**src/rtl/output_io_arb.sv**
```systemverilog
// output_io_arb
//   Round-robin arbiter that lets NREQ fabric requesters take turns driving a
//   single output pad lane.
//
//   Each ownership runs through the same sequence:
//     IDLE  : pick a winner from PTR upward, with wrap-around.
//     GRANT : stream the owner's DIN to OQI with one cycle of latency.
//     TURN  : one quiet cycle, then back to IDLE.
//   The gap between two owners is therefore always two cycles (TURN + IDLE).
//
//   Ports
//     IQC    clock, rising edge
//     QRT    asynchronous active-low reset
//     REQ    per-requester lane request
//     DIN    per-requester data bit
//     LAST   per-requester final-bit marker, only meaningful with REQ
//     GNT    registered one-hot grant; all zeros means no owner
//     OQI    registered pad data
//     BUSY   registered, high while in GRANT or TURN
//     OWNER  index of the current or most recent owner
module output_io_arb #(
  parameter int   NREQ     = 4,
  parameter int   MAX_HOLD = 16,
  parameter logic IDLE_VAL = 1'b0
) (
  input  logic            IQC,
  input  logic            QRT,
  input  logic [NREQ-1:0] REQ,
  input  logic [NREQ-1:0] DIN,
  input  logic [NREQ-1:0] LAST,
  output logic [NREQ-1:0] GNT,
  output logic            OQI,
  output logic            BUSY,
  output logic [2:0]      OWNER
);

  localparam logic [1:0] S_IDLE  = 2'd0;
  localparam logic [1:0] S_GRANT = 2'd1;
  localparam logic [1:0] S_TURN  = 2'd2;

  localparam logic [7:0] HOLD_MAX  = 8'(MAX_HOLD);
  localparam logic [7:0] HOLD_LAST = 8'(MAX_HOLD - 1);

  logic [1:0]      state, state_nxt;
  logic [2:0]      ptr, ptr_nxt;
  logic [7:0]      hold_cnt, hold_nxt;
  logic [NREQ-1:0] gnt_nxt;
  logic            oqi_nxt;
  logic [2:0]      owner_nxt;

  // The owner's signals are picked with the one-hot grant itself. This means
  // non-owner DIN/LAST/REQ can never reach the datapath while GRANT is set.
  logic req_own, din_own, last_own;
  assign req_own  = |(REQ  & GNT);
  assign din_own  = |(DIN  & GNT);
  assign last_own = |(LAST & GNT);

  // Round-robin pick.
  // The request vector is rotated so that bit 0 is PTR. A priority scan of
  // the rotated vector then gives the offset of the winner from PTR.
  logic [2*NREQ-1:0] req_dbl, req_shf;
  logic [NREQ-1:0]   req_rot, win_oh;
  logic [2:0]        win_idx;
  logic              found;

  always_comb begin
    req_dbl = {REQ, REQ};
    req_shf = req_dbl >> ptr;
    req_rot = req_shf[NREQ-1:0];
    win_idx = '0;
    found   = 1'b0;
    for (int i = 0; i < NREQ; i++) begin
      if (!found && req_rot[i]) begin
        found   = 1'b1;
        win_idx = 3'((int'(ptr) + i) % NREQ);
      end
    end
    win_oh = {{(NREQ-1){1'b0}}, 1'b1} << win_idx;
  end

  always_comb begin
    state_nxt = state;
    gnt_nxt   = GNT;
    oqi_nxt   = OQI;
    owner_nxt = OWNER;
    ptr_nxt   = ptr;
    hold_nxt  = hold_cnt;
    case (state)
      S_IDLE: begin
        gnt_nxt = '0;
        oqi_nxt = IDLE_VAL;
        if (found) begin
          owner_nxt = win_idx;
          gnt_nxt   = win_oh;
          hold_nxt  = '0;
          state_nxt = S_GRANT;
        end
      end
      S_GRANT: begin
        hold_nxt = (hold_cnt == HOLD_MAX) ? hold_cnt : hold_cnt + 8'd1;
        // A dropped request idles the pad on the same edge.
        // LAST and timeout still sample the final bit.
        oqi_nxt  = req_own ? din_own : IDLE_VAL;
        // All three release causes merge into one condition. If several
        // occur on the same edge, the result is still a single release.
        if (!req_own || last_own || (hold_cnt == HOLD_LAST)) begin
          gnt_nxt   = '0;
          ptr_nxt   = 3'((int'(OWNER) + 1) % NREQ);
          state_nxt = S_TURN;
        end
      end
      S_TURN: begin
        gnt_nxt   = '0;
        oqi_nxt   = IDLE_VAL;
        state_nxt = S_IDLE;
      end
      default: begin
        gnt_nxt   = '0;
        oqi_nxt   = IDLE_VAL;
        state_nxt = S_IDLE;
      end
    endcase
  end

  always_ff @(posedge IQC or negedge QRT) begin
    if (!QRT) begin
      state    <= S_IDLE;
      GNT      <= '0;
      OQI      <= IDLE_VAL;
      BUSY     <= 1'b0;
      OWNER    <= '0;
      ptr      <= '0;
      hold_cnt <= '0;
    end else begin
      state    <= state_nxt;
      GNT      <= gnt_nxt;
      OQI      <= oqi_nxt;
      // BUSY is decoded from the registered next state, so it lines up with
      // the state register and has no path from any input to the pin.
      BUSY     <= (state_nxt != S_IDLE);
      OWNER    <= owner_nxt;
      ptr      <= ptr_nxt;
      hold_cnt <= hold_nxt;
    end
  end

endmodule

```
**config.mk**
```make
export PLATFORM = sky130hd
export DESIGN_NAME = output_io_arb
export DESIGN_NICKNAME = d
export VERILOG_FILES = /design/src/rtl/output_io_arb.sv
export SDC_FILE = /design/constraint.sdc
export NUM_CORES = 1
export LEC_CHECK = 0
export ABC_AREA = 1
export CAP_MARGIN = 20
export CORE_AREA = 4 4 65 67
export CTS_BUF_LIST = sky130_fd_sc_hd__clkbuf_2 sky130_fd_sc_hd__clkbuf_4 sky130_fd_sc_hd__clkbuf_8
export CTS_CLUSTER_DIAMETER = 100
export CTS_CLUSTER_SIZE = 40
export DETAILED_ROUTE_END_ITERATION = 7
export DIE_AREA = 0 0 69 71
export SYNTH_ARGS = -nofsm -noshare
export SYNTH_HDL_FRONTEND = slang
export SYNTH_SLANG_ARGS = --single-unit
```
**constraint.sdc**
```tcl
create_clock -name IQC -period 1.78 [get_ports IQC]
set_clock_uncertainty 0.15 [all_clocks]
set_input_delay 0.356 -clock IQC [delete_from_list [all_inputs] [get_ports IQC]]
set_output_delay 0.356 -clock IQC [all_outputs]
set_load 0.01 [all_outputs]
```
==> impl_metrics.ini, run 1 <==
[outcome]
status = finished clean

[drt]
drc = 0
wirelength_um = 3230
ant_nets = 0
wl_per_cell_um = 12.3
drt_pre_antenna_iters = 4
vias = 1257
drt_iter0_drc = 92
vias_per_cell = 4.78

[critical_path]
worstSetupPathType = reg2out
reg2reg_to = GNT[3]
cp-end-kind = output pin
max_stage_delay_ns = 0.55
critPathSlowestCell = clkdlybuf4s50_1
r2r_cells = 11
crit_buf_inv = 1
critPathLaunchType = register
path_cells = clkdlybuf4s50_1
cp.arrival_ns = 1.23
path_delay_family = buffers and inverters
rrSetupSlack_ns = 0.08
r2r-start = ptr[0]
worstPathMaxFanout = 5
critPathRequiredTime_ns = 1.27

[power_and_ir_drop]
swShare = 0.481
p_int_mw = 1.58
p_switching_mw = 1.47
p_clk_frac = 0.115
leakage_nw = 0.890
ir_drop_mv = 0.891
p_per_area_nw_per_um2 = 1630
pwr-share-comb = 0.645
seqPwrFrac = 0.240

[logic_synthesis]
yosysMostFrequentCell = nand2_1
synth_compound_area_frac = 0.106
ys_top_cells_by_count = 55 x nand2_1, 20 x dfrtp_1, 18 x inv_1, 10 x nor2_1, 9 x nand3_1
syn_area_per_cell_sq_um = 7.86
yosys_warnings = 0
synthMuxAreaShare = 0
ys_seq_area_frac = 0.358
syn-num-nets = 194
synth_xor_area_frac = 0.0438
yosys_register_bits = 20
synth_area_sq_um = 1400
synth_top_area_frac = 0.358
synthAdderAreaFrac = 0.0179
synth_edf_count = 0
synth_area_leader_cell = dfrtp_1
ys.flop_type = dfrtp_1
synth_top_family_by_area = simple AND/OR/NAND/NOR gates
ys_top_cells_by_area = dfrtp_1 36%, nand2_1 15%, inv_1 4.8%
synthSimpleGateAreaFrac = 0.393
synthArstFlopShare = 1.00
synth_cells = 178
synth_cell_types = 32

[global_routing]
grt_pass1_wl_um = 5180
grt_overflow = 0
grt_usage = 0.129
antenna_found_initial = 0
grt_max_degree = 21
grt_pass1_vias = 1114

[layout]
nets = 232
fillers = 338
drive_above_1_share = 0.293
multi_input_area_sq_um = 852
n_antenna_cell = 0
syn_to_final_growth_pct = 33.8
final_cell_area_sq_um = 1870
final_cells = 263
seqCellArea_sq_um = 505

[placement]
placed_area_sq_um = 1720
place.port_buffers = 21
dp.cells = 254
hpwl_um = 2330
place_ws_ns = -0.306
place_congestion = 0.820

[die]
start_util = 0.385
ioPinCount = 23
row_count = 22
core_area_sq_um = 3630
die_w_um = 69
die_y_um = 71
fp.dieArea_sq_um = 4900

[clock_tree]
clock-sinks = 20
holdBufCountCts = 0
cts.clk_slew.worst_paths_ns = 0.08
clockBufferDepth = 2
clkLatencyLatePin_ns = 0.26
cts_root_buffer = clkbuf_8
cts_tree = built
htreeDepth = 1
numCtsBuffers = 3

[sta]
maxSlewViolCount = 0
min_period_ns = 1.73
hold_ws_ns = 0.280
tightest_slew_ns = 0.656
finalSetupViolCount = 0
relSlewSlack = 0.561
fin_setup_tns_ns = 0
hold_viol_final = 0
max_freq_ghz = 0.577
final.setup.worst_slack_ns = 0.0479
finalCritPeriodShare = 0.973

[job]
maxCapViolCount = 0

[worst_hold_path]
min_path_type = in2async
==> layout by cell type (no fill, tap or decap), types with 2 or more instances in the layout <==
master,n
nand2_1,52
clkdlybuf4s50_1,17
dfrtp_1,16
inv_1,15
buf_4,12
nor2_1,9
nand2_4,9
nand3_1,8
nand2_2,6
nand3_2,6
inv_2,5
xor2_1,5
dfrtp_2,4
nand4_1,4
o21ai_0,4
o22ai_2,4
o21ai_2,4
clkbuf_8,4
nor3_1,3
o21ai_1,3
nor2_2,2
nand2_8,2
xnor2_1,2
ha_1,2
dlygate4sd2_1,2
dlymetal6s2s_1,2
==> metal layers <==
layer  routed length [um]  GRT usage  vias up
li1                     -          -      650
met1                 1610      0.186      578
met2                 1440      0.188       24
met3                  141     0.0341        5
met4                   34     0.0390        0
met5                    0          0        -
==> cell families after synthesis <==
| family | count (synthesis) |
|---|---|
| buffers and inverters | 25 |
| adder cells (fa/ha/maj) | 2 |
| XOR/XNOR | 7 |
| AND/OR/NAND/NOR | 104 |
| flip-flops | 20 |
| other | 1 |
| AO/OA/AOI/OAI | 19 |
==> power groups by stage <==
stage | logic, mW | registers [mW] | clock network, mW
after floorplan | 1.24 | 0.703 | 0
after global placement | 1.68 | 0.725 | 0
after detailed placement | 1.70 | 0.730 | 0
after CTS | 1.75 | 0.722 | 0.357
after global routing | 2.17 | 0.749 | 0.375
final | 1.96 | 0.729 | 0.351
==> through the flow <==
step                power, mW  utilization
global route             3.29        0.515
finish                   3.04        0.515
global placement         2.41        0.473
CTS                      2.83        0.490
floorplan                1.95            -
detailed placement       2.43        0.473
==> how the worst max path moves through the flow <==
stage,start,endpoint,depth (start not counted)
2_1_floorplan,hold_cnt[1],hold_cnt[4],7
4_1_cts,GNT[2],GNT[2],1
5_1_grt,ptr[0],GNT[1],11
3_3_place_gp,REQ[0],hold_cnt[2],13
3_5_place_dp,REQ[1],hold_cnt[4],13
6_report,GNT[3],GNT[3],1
==> what timing repair did <==
item	4_1_cts	5_1_grt
setup buffers	0	3
resized for setup	5	20
cloned	0	2
endpoints found under the setup margin	8	19
pin swaps	0	7
==> area by class of cell <==
cell class / instances / area share
clock buffer: 4 / 0.0294
inverter: 22 / 0.0455
multi-input combinational: 135 / 0.455
sequential: 20 / 0.270
tap: 48 / 0.0321
timing repair buffer: 34 / 0.168
==> sequential cells by signal, summed over array words and instances, names as in the netlist <==
name	cells
OQI	1
hold_cnt	8
BUSY	1
state	2
ptr	2
GNT	4
OWNER	2
(Power assumes the default switching activity.)
==> inputs of run 2 (changes only) <==
--- a/config.mk
+++ b/config.mk
@@ -7,12 +7,15 @@
 export LEC_CHECK = 0
 export ABC_AREA = 1
 export CAP_MARGIN = 20
-export CORE_AREA = 4 4 65 67
+export CORE_AREA = 4 4 58 60
 export CTS_BUF_LIST = sky130_fd_sc_hd__clkbuf_2 sky130_fd_sc_hd__clkbuf_4 sky130_fd_sc_hd__clkbuf_8
 export CTS_CLUSTER_DIAMETER = 100
 export CTS_CLUSTER_SIZE = 40
 export DETAILED_ROUTE_END_ITERATION = 7
-export DIE_AREA = 0 0 69 71
+export DIE_AREA = 0 0 62 64
+export PLACE_DENSITY = 0.74
+export SKIP_LAST_GASP = 1
 export SYNTH_ARGS = -nofsm -noshare
 export SYNTH_HDL_FRONTEND = slang
 export SYNTH_SLANG_ARGS = --single-unit
+export TNS_END_PERCENT = 1
==> run 2 against run 1 <==
  * Critical path depth rose by 11
  * Setup slack got worse by 0.071 ns
  * Global-route usage rose by 4.5 points
  * Total power fell by 9.1%
  * The flow now finishes with violations (setup timing)
  * Largest power group unchanged
  * Combinational power fell by 9%
  * Sequential share of layout area rose by 1.1 points
==> impl_metrics.ini, run 2 (synthesis results as in run 1) <==
[outcome]
status = finished with violations
violations = setup timing

[sta]
fin_setup_tns_ns = -0.0486
maxSlewViolCount = 0
min_period_ns = 1.80
rsz0062_at_grt = yes
final.setup.worst_slack_ns = -0.0229
hold_ws_ns = 0.214
finalCritPeriodShare = 1.01
hold_viol_final = 0
max_freq_ghz = 0.555
finalSetupViolCount = 4

[clock_tree]
holdBufCountCts = 0
clkLatencyLatePin_ns = 0.31
cts_tree = built
htreeDepth = 1
clockBufferDepth = 2
cts_root_buffer = clkbuf_4
numCtsBuffers = 3
cts.clk_slew.worst_paths_ns = 0.12
clock-sinks = 20

[layout]
n_antenna_cell = 0
syn_to_final_growth_pct = 28.1
final_cells = 249
final_cell_mix = 55 x nand2_1, 19 x clkdlybuf4s50_1, 18 x dfrtp_1, 17 x inv_1, 15 x buf_4
largest-register = hold_cnt
fillers = 255
drive_above_1_share = 0.250
top_regs = hold_cnt: 8 flops, GNT: 4 flops
final_common_cell = nand2_1
nets = 233
largest_reg_flops = 8

[power_and_ir_drop]
seqPwrFrac = 0.258
leakage_nw = 0.874
p_per_area_nw_per_um2 = 1540
p_int_mw = 1.44
pwr-share-comb = 0.644
p_clk_frac = 0.098
power_mw = 2.77
ir_drop_mv = 1.09
p_switching_mw = 1.32
swShare = 0.478

[drt]
ant_nets = 0
vias_per_cell = 5.15
wl_per_cell_um = 12.7
drt_iter0_drc = 57
drc = 0
vias = 1282
drt_pre_antenna_iters = 6
wirelength_um = 3160

[die]
start_util = 0.478
core_area_sq_um = 2930
die_y_um = 64
die_w_um = 62
row_count = 20
ioPinCount = 23
fp.dieArea_sq_um = 3970

[critical_path]
reg2reg_to = GNT[0]
critPathRequiredTime_ns = 1.88
r2r-start = ptr[0]
r2r_cells = 11
worstSetupStartpoint = REQ[0]
worstPathMaxFanout = 4
worstSetupPathType = in2reg
cp.arrival_ns = 1.91
cp-end-kind = register
critPathLaunchType = input port
cp-endpoint = GNT[0]
rrSetupSlack_ns = 0.04

[placement]
hpwl_um = 2420
place_congestion = 0.810
place.port_buffers = 21
place_ws_ns = -0.307
dp.cells = 238

[global_routing]
grt_overflow = 0
grt_usage = 0.174
grt_pass1_wl_um = 5290
grt_pass1_vias = 1256
antenna_found_initial = 0
grt_max_degree = 21

[worst_hold_path]
min_path_type = in2async

[job]
maxCapViolCount = 0
run 2: cell count changes in the layout (fill, tap and decap cells not counted), sizes merged:
cell           previous run  this run
clkdlybuf4s50            17        19
buf                      13        16
dlygate4sd2               2         0
nand2                    69        67
run 2: metrics by stage:
step / cell area (sq um) / util
3_3_place_gp: 1690 / 0.578
6_report: 1790 / 0.612
5_1_grt: 1790 / 0.612
4_1_cts: 1740 / 0.593
3_5_place_dp: 1690 / 0.578
2_1_floorplan: 1400 / -
run 2: power by group through the flow:
stage | clock (mW) | sequential, mW | combinational, mW
2_1_floorplan | 0 | 0.703 | 1.24
3_3_place_gp | 0 | 0.721 | 1.64
3_5_place_dp | 0 | 0.725 | 1.69
5_1_grt | 0.307 | 0.732 | 1.98
6_report | 0.271 | 0.715 | 1.78
4_1_cts | 0.284 | 0.713 | 1.71
run 2: per-layer routing:
layer,wire [um],GRT usage
met1,1420,0.230
met2,1460,0.273
met3,245,0.0424
met4,40,0.0531
met5,0,0
run 2: what timing repair did:
item	CTS	global route
endpoints found under the setup margin	6	21
pin swaps	0	2
cloned	0	0
resized for setup	1	6
setup buffers	1	6
endpoints found under the hold margin	0	0
run 2: layout make-up:
type / count / area [sq um] / share of cell area
Inverter: 22 / 85.1 / 0.0475
Sequential cell: 20 / 503 / 0.281
Tap cell: 33 / 41.3 / 0.0230
Multi-Input combinational cell: 133 / 787 / 0.439
Timing Repair Buffer: 37 / 339 / 0.189
Clock buffer: 4 / 36.3 / 0.0203
run 2: worst min-delay path by stage:
stage,startpoint,endpoint,slack [ns]
after global routing,QRT,hold_cnt[6],0.22
after global placement,OWNER[0],ptr[0],0.38
after CTS,QRT,hold_cnt[6],0.22
after detailed placement,OWNER[0],OWNER[0],0.39
after floorplan,QRT,BUSY,-0.09
final,QRT,hold_cnt[6],0.21
run 2: critical path, cell delays in order:
cell and delay [ns]:
clkdlybuf4s50_1 0.56, inv_1 0.08, nand2_2 0.09, nand3_4 0.09, nand2_4 0.07, inv_2 0.04
nand4_1 0.12, nand2_1 0.09, buf_4 0.13, a21oi_1 0.12, nand3_1 0.09, nand2_1 0.06
==> inputs of run 3 (changes only) <==
--- a/config.mk
+++ b/config.mk
@@ -6,7 +6,6 @@
 export NUM_CORES = 1
 export LEC_CHECK = 0
 export ABC_AREA = 1
-export CAP_MARGIN = 20
 export CORE_AREA = 4 4 58 60
 export CTS_BUF_LIST = sky130_fd_sc_hd__clkbuf_2 sky130_fd_sc_hd__clkbuf_4 sky130_fd_sc_hd__clkbuf_8
 export CTS_CLUSTER_DIAMETER = 100
==> results of run 3 <==
No change in the layout: final DEF, timing and power equal those of run 2.
